===== src/rtl/charmap_pkg.sv =====
// Shared definitions for the scrolling character-map renderer: default
// geometry, the transparent background index and the encodings used on the
// scroll register write port.
package charmap_pkg;

   localparam int          COLS_LOG2_DEF   = 6;
   localparam int          ROWS_LOG2_DEF   = 6;
   localparam int          CHAR_H_LOG2_DEF = 3;
   localparam logic [7:0]  TRANSP_IDX_DEF  = 8'hFF;

   typedef enum logic [1:0] {
      SEL_SCROLL_X = 2'd0,
      SEL_SCROLL_Y = 2'd1,
      SEL_FLAGS    = 2'd2,
      SEL_RSVD     = 2'd3
   } scroll_sel_e;

   // Bit order matches scroll_data[2:0] on a flags write.
   typedef struct packed {
      logic flip_y;
      logic flip_x;
      logic char_bank;
   } scroll_flags_t;

endpackage


===== src/rtl/charmap_scroll_regs.sv =====
// Scroll register bank. Writes land in the pending copy; the active copy
// (the one the renderer uses) reloads from pending on each vblank rising
// edge, so mid-frame writes never tear the picture.
// Ports:
//   clk, reset      clock, synchronous active-low reset
//   vblank_i        vertical blank
//   wr_i/sel_i/data_i  write strobe, register select, write data
//   scroll_x_o/scroll_y_o/flags_o  active register values
module charmap_scroll_regs
   import charmap_pkg::*;
#(
   parameter int XW = 9,
   parameter int YW = 9
) (
   input  logic          clk,
   input  logic          reset,
   input  logic          vblank_i,
   input  logic          wr_i,
   input  logic [1:0]    sel_i,
   input  logic [8:0]    data_i,
   output logic [XW-1:0] scroll_x_o,
   output logic [YW-1:0] scroll_y_o,
   output scroll_flags_t flags_o
);

   logic [XW-1:0] pend_x_q, pend_x_d, act_x_q;
   logic [YW-1:0] pend_y_q, pend_y_d, act_y_q;
   scroll_flags_t pend_f_q, pend_f_d, act_f_q;
   logic          vb_prev_q;
   logic          vb_rise;

   assign vb_rise = vblank_i & ~vb_prev_q;

   always_comb begin
      pend_x_d = pend_x_q;
      pend_y_d = pend_y_q;
      pend_f_d = pend_f_q;
      if (wr_i) begin
         case (scroll_sel_e'(sel_i))
            SEL_SCROLL_X: pend_x_d = XW'(data_i);
            SEL_SCROLL_Y: pend_y_d = YW'(data_i);
            SEL_FLAGS:    pend_f_d = scroll_flags_t'(data_i[2:0]);
            default:      ;
         endcase
      end
   end

   // Active copy loads from the _d values so a write on the rising edge of
   // vblank is picked up immediately.
   always_ff @(posedge clk) begin
      if (!reset) begin
         pend_x_q  <= '0;
         pend_y_q  <= '0;
         pend_f_q  <= '0;
         act_x_q   <= '0;
         act_y_q   <= '0;
         act_f_q   <= '0;
         vb_prev_q <= 1'b0;
      end else begin
         pend_x_q  <= pend_x_d;
         pend_y_q  <= pend_y_d;
         pend_f_q  <= pend_f_d;
         vb_prev_q <= vblank_i;
         if (vb_rise) begin
            act_x_q <= pend_x_d;
            act_y_q <= pend_y_d;
            act_f_q <= pend_f_d;
         end
      end
   end

   assign scroll_x_o = act_x_q;
   assign scroll_y_o = act_y_q;
   assign flags_o    = act_f_q;

endmodule


===== src/rtl/charmap_scroll.sv =====
// Scrolling character-map renderer. Four-stage pipeline:
//   0: raster + scroll -> char/colour RAM address (combinational)
//   1: char code + glyph line -> CHROM address
//   2: glyph bit select -> palette address (fg or bg index)
//   3: palette colour -> registered r/g/b/a/de_out
// Output appears exactly 4 clocks after hcnt/vcnt/de are presented.
// Ports:
//   clk, reset                 clock, synchronous active-low reset
//   hcnt, vcnt, de, vblank     raster timing
//   chram_addr / *_data_out    char, fg and bg RAMs (1-cycle read)
//   chrom_addr / chrom_data_out  glyph ROM (1-cycle read)
//   charpaletteram_*           palette RAM, {b,g,r} (1-cycle read)
//   scroll_wr/sel/data         scroll register write port
//   r, g, b, a, de_out         pixel output
module charmap_scroll
   import charmap_pkg::*;
#(
   parameter int         COLS_LOG2   = COLS_LOG2_DEF,
   parameter int         ROWS_LOG2   = ROWS_LOG2_DEF,
   parameter int         CHAR_H_LOG2 = CHAR_H_LOG2_DEF,
   parameter logic [7:0] TRANSP_IDX  = TRANSP_IDX_DEF
) (
   input  logic                           clk,
   input  logic                           reset,
   input  logic [8:0]                     hcnt,
   input  logic [8:0]                     vcnt,
   input  logic                           de,
   input  logic                           vblank,
   output logic [COLS_LOG2+ROWS_LOG2-1:0] chram_addr,
   input  logic [7:0]                     chmap_data_out,
   input  logic [7:0]                     fgcolram_data_out,
   input  logic [7:0]                     bgcolram_data_out,
   output logic [9+CHAR_H_LOG2-1:0]       chrom_addr,
   input  logic [7:0]                     chrom_data_out,
   output logic [7:0]                     charpaletteram_addr_rd,
   input  logic [23:0]                    charpaletteram_data_out,
   input  logic                           scroll_wr,
   input  logic [1:0]                     scroll_sel,
   input  logic [8:0]                     scroll_data,
   output logic [7:0]                     r,
   output logic [7:0]                     g,
   output logic [7:0]                     b,
   output logic                           a,
   output logic                           de_out
);

   localparam int PXW = COLS_LOG2 + 3;
   localparam int PYW = ROWS_LOG2 + CHAR_H_LOG2;

   logic [PXW-1:0] scroll_x;
   logic [PYW-1:0] scroll_y;
   scroll_flags_t  flags;

   charmap_scroll_regs #(
      .XW (PXW),
      .YW (PYW)
   ) u_regs (
      .clk        (clk),
      .reset      (reset),
      .vblank_i   (vblank),
      .wr_i       (scroll_wr),
      .sel_i      (scroll_sel),
      .data_i     (scroll_data),
      .scroll_x_o (scroll_x),
      .scroll_y_o (scroll_y),
      .flags_o    (flags)
   );

   // Stage 0: natural wrap of the truncated adders gives the modulo-map scroll.
   logic [PXW-1:0]         px;
   logic [PYW-1:0]         py;
   logic [CHAR_H_LOG2-1:0] line_d;

   assign px         = PXW'(hcnt) + scroll_x;
   assign py         = PYW'(vcnt) + scroll_y;
   assign chram_addr = {py[PYW-1:CHAR_H_LOG2], px[PXW-1:3]};
   assign line_d     = flags.flip_y ? ~py[CHAR_H_LOG2-1:0] : py[CHAR_H_LOG2-1:0];

   // Per-pixel controls are captured at stage 0 and travel with the pixel,
   // so a register reload never splits one pixel across two settings.
   logic [CHAR_H_LOG2-1:0] line_q;
   logic                   bank_q;
   logic [2:0]             px_lo_q1, px_lo_q2;
   logic                   flip_x_q1, flip_x_q2;
   logic                   de_q1, de_q2, de_q3;
   logic [7:0]             fg_q, bg_q;
   logic                   pix_q;
   logic                   bg_transp_q;

   // Stage 1
   assign chrom_addr = {bank_q, chmap_data_out, line_q};

   // Stage 2: ~x == 7-x on three bits (MSB is the leftmost pixel).
   logic [2:0] bit_sel;
   logic       pix_bit;

   assign bit_sel                = flip_x_q2 ? px_lo_q2 : ~px_lo_q2;
   assign pix_bit                = chrom_data_out[bit_sel];
   assign charpaletteram_addr_rd = pix_bit ? fg_q : bg_q;

   // Stage 3
   logic [7:0] r_q, g_q, b_q, r_d, g_d, b_d;
   logic       a_q, a_d, de_out_q;

   always_comb begin
      r_d = 8'd0;
      g_d = 8'd0;
      b_d = 8'd0;
      a_d = 1'b0;
      if (de_q3) begin
         {b_d, g_d, r_d} = charpaletteram_data_out;
         a_d             = pix_q | ~bg_transp_q;
      end
   end

   always_ff @(posedge clk) begin
      if (!reset) begin
         line_q      <= '0;
         bank_q      <= 1'b0;
         px_lo_q1    <= '0;
         px_lo_q2    <= '0;
         flip_x_q1   <= 1'b0;
         flip_x_q2   <= 1'b0;
         de_q1       <= 1'b0;
         de_q2       <= 1'b0;
         de_q3       <= 1'b0;
         fg_q        <= '0;
         bg_q        <= '0;
         pix_q       <= 1'b0;
         bg_transp_q <= 1'b0;
         r_q         <= '0;
         g_q         <= '0;
         b_q         <= '0;
         a_q         <= 1'b0;
         de_out_q    <= 1'b0;
      end else begin
         line_q      <= line_d;
         bank_q      <= flags.char_bank;
         px_lo_q1    <= px[2:0];
         flip_x_q1   <= flags.flip_x;
         de_q1       <= de;
         px_lo_q2    <= px_lo_q1;
         flip_x_q2   <= flip_x_q1;
         de_q2       <= de_q1;
         fg_q        <= fgcolram_data_out;
         bg_q        <= bgcolram_data_out;
         pix_q       <= pix_bit;
         bg_transp_q <= (bg_q == TRANSP_IDX);
         de_q3       <= de_q2;
         r_q         <= r_d;
         g_q         <= g_d;
         b_q         <= b_d;
         a_q         <= a_d;
         de_out_q    <= de_q3;
      end
   end

   assign r      = r_q;
   assign g      = g_q;
   assign b      = b_q;
   assign a      = a_q;
   assign de_out = de_out_q;

endmodule


===== config.mk =====
export PLATFORM = sky130hd
export DESIGN_NAME = charmap_scroll
export DESIGN_NICKNAME = d
export VERILOG_FILES = /design/src/rtl/charmap_pkg.sv /design/src/rtl/charmap_scroll_regs.sv /design/src/rtl/charmap_scroll.sv
export SDC_FILE = /design/constraint.sdc
export NUM_CORES = 1
export LEC_CHECK = 0
export BUFFER_PORTS_ARGS = -buffer_cell sky130_fd_sc_hd__buf_2
export CORE_MARGIN = 8
export CORE_UTILIZATION = 40
export DETAILED_ROUTE_END_ITERATION = 16
export GPL_ROUTABILITY_DRIVEN = 0
export PLACE_DENSITY_LB_ADDON = 0.1
export SETUP_SLACK_MARGIN = 0.02
export SLEW_MARGIN = 40
export SYNTH_ARGS = -nofsm -noshare
export SYNTH_HDL_FRONTEND = slang
export SYNTH_SLANG_ARGS = --single-unit

===== constraint.sdc =====
create_clock -name clk -period 3.1 [get_ports clk]
set_input_delay 0.465 -clock clk [delete_from_list [all_inputs] [get_ports clk]]
set_output_delay 0.465 -clock clk [all_outputs]
set_load 0.02 [all_outputs]

==> out/results.tsv <==
metric	value	unit
max_slew_margin	0.572	
antenna_found_initial	2	
dr_total_vias	3030	
yosys.area.top_type	dfxtp_1	
fin_crit_sh	0.930	
synth_most_common_cell	dfxtp_1	
place_area	0.00485	mm^2
num_antenna_cells	0	
cts-resized-gates	0	
layout.area.seq	0.00204	mm^2
fill_cells	995	
rsz0062_at_grt	no	
cp-end-kind	output pin	
row_count	37	
synth_common_cells	102 x dfxtp_1, 33 x and2_1, 28 x nand2_1	
multi_input_area	0.00193	mm^2
min_period	2880	ps
finish.instance_area	0.00505	mm^2
port-buffer-count	131	
setup_viol	0	
drt-total-wl	8.88	mm
root_buffer	clkbuf_8	
power	0.00266	W
drive_above_1_share	0.325	
ant_nets	0	
hold_violations	0	
critical_path_class	reg2out	
hold_class	in2reg	
cts_tree	built	
htreeDepth	3	
synth_fp_nets	499	
placedCellCount	624	
powerDensity	527	mW/mm^2
core	0.0102	mm^2
yosys_register_bits	102	
grt_overflow_total	0	
clock_path_buffers	2	
outcome	finished clean	
fin_worst_skew	9.70	ps
yosysWarningCount	0	
initial_core_util	0.409	
postCtsHoldBufs	0	
grtUsageTotal	0.129	
final_max_slew_viol_count	0	
peakVddDrop	259	uV
yosys-top-cells-area	dfxtp_1 49%, mux2i_1 6.0%, o211a_1 5.0%, and2_1 4.9%, ha_1 4.8%	
hold_ws	294	ps
timing.setup.tns	0	ps
critPathArrivalTime	2420	ps
max_slew.worst_pin.slew	642	ps
cts.sinks	102	
grt_max_degree	80	
crit_fanout	9	
ys.flop_type	dfxtp_1	
grt_pass1_wl	15.0	mm
ys_types	40	
syn_to_final_growth	20.6	%
avgRoutedWirePerCell	13.9	um
synthArstFlopShare	0	
synth_top_area_frac	0.488	
hpwl	6.74	mm
grt_pass1_vias	3156	
synthCells	391	
yosysSeqAreaShare	0.488	
numCtsBuffers	9	
synth_area	0.00419	mm^2
nets	607	
p_leak	2.67	nW
cp-start-kind	flop	
die_area	0.0140	mm^2
worst_skew_pair.late_latency	360	ps
post_cts_buffers	0	
cp.required	2630	ps
path_clk_slew	110	ps
firstDrtPassIters	4	
drt-initial-drc-count	152	
drv_cap	0	
die_height	118	um
die_width	118	um
drc	0	
io_pins	148	
fmax	0.347	GHz
synth_area_per_cell	10.7	um^2
vias_per_cell	4.73	
stdcell_count	640	
synth_edf_count	0	
[cells by family after synthesis]
family | count (synthesis) | share of synthesized area
and+or+nand+nor | 119 | 0.161
DFF | 102 | 0.488
AOI/OAI and AO/OA | 53 | 0.103
buffers and inverters | 44 | 0.0553
muxes | 35 | 0.0929
xor gates and xnor gates | 20 | 0.0418
adders and majority gates | 18 | 0.0574
[flip-flops by register name, summed over array words and instances, names as in the netlist, 3 cells and up]
name               flops
b                      8
bg_q                   8
fg_q                   8
g                      8
line_q                 3
px_lo_q1               3
px_lo_q2               3
r                      8
u_regs.flags_o         3
u_regs.pend_f_q        3
u_regs.pend_x_q        9
u_regs.pend_y_q        9
u_regs.scroll_x_o      9
u_regs.scroll_y_o      9
[metal layers]
metal / vias up / part of all wire / GRT usage / wire (um)
met5: - / 0.0033 / 0 / 29
met4: 4 / 0.0068 / 0.0336 / 60
met3: 9 / 0.060 / 0.0505 / 529
met2: 79 / 0.48 / 0.217 / 4250
met1: 1406 / 0.45 / 0.152 / 4010
li1: 1532 / - / - / -
[area by class of cell]
type                    instances  area share
flip-flops and latches        102       0.404
inverters                       8     0.00595
clock inverters                 7      0.0146
clock buffers                   9      0.0245
multi-input cells             245       0.382
repair buffers                133       0.135
well taps                     136      0.0337
[per-stage QoR]
stage	setup slack, ps	util
after global routing	63.3	0.494
after CTS	159	0.494
after global placement	383	0.474
final	217	0.494
after floorplan	660	-
after detailed placement	382	0.474
[power by group]
group          leakage, nW  total (W)  internal [W]  switching [W]
Clock                0.101   0.000812      0.000319       0.000493
Sequential           0.836    0.00140       0.00137      0.0000279
Combinational         1.73   0.000454      0.000212       0.000242
Total                 2.67    0.00266       0.00190       0.000763
[worst max-delay path: stages, from the launching register on]
cell	delay (ps)
dfxtp_1	520
mux4_2	540
nand2_1	90
a21oi_2	70
a21oi_4	290
mux2_2	380
buf_2	160
[worst paths after layout]
kind | start | end | slack [ps] | cells after the start
worst max-delay path | px_lo_q2[1] | charpaletteram_addr_rd[7] | 220 | 6
worst min-delay path | fgcolram_data_out[1] | fg_q[1] | 290 | 2
worst max register to register | px_lo_q2[1] | pix_q | 1250 | 5
worst min register to register | bg_transp_q | a | 430 | 1
[layout by cell type, fill, tap and decap left out, types with 2 or more instances in the layout]
master,instances
mux2i_1,25
xnor2_1,13
clkinv_4,2
o211ai_1,2
inv_6,2
inv_8,2
o31ai_1,2
xor2_1,7
nand3b_1,2
and3_1,24
a21o_1,5
fa_1,2
a21oi_1,11
nor2b_1,22
dfxtp_1,102
o211a_1,21
o221ai_1,3
and2_1,33
clkbuf_8,9
nand2_1,28
buf_2,131
or3_1,2
ha_1,16
mux2_2,8
inv_1,8
o21ai_0,3
Power figures use the tool's default switching activity.
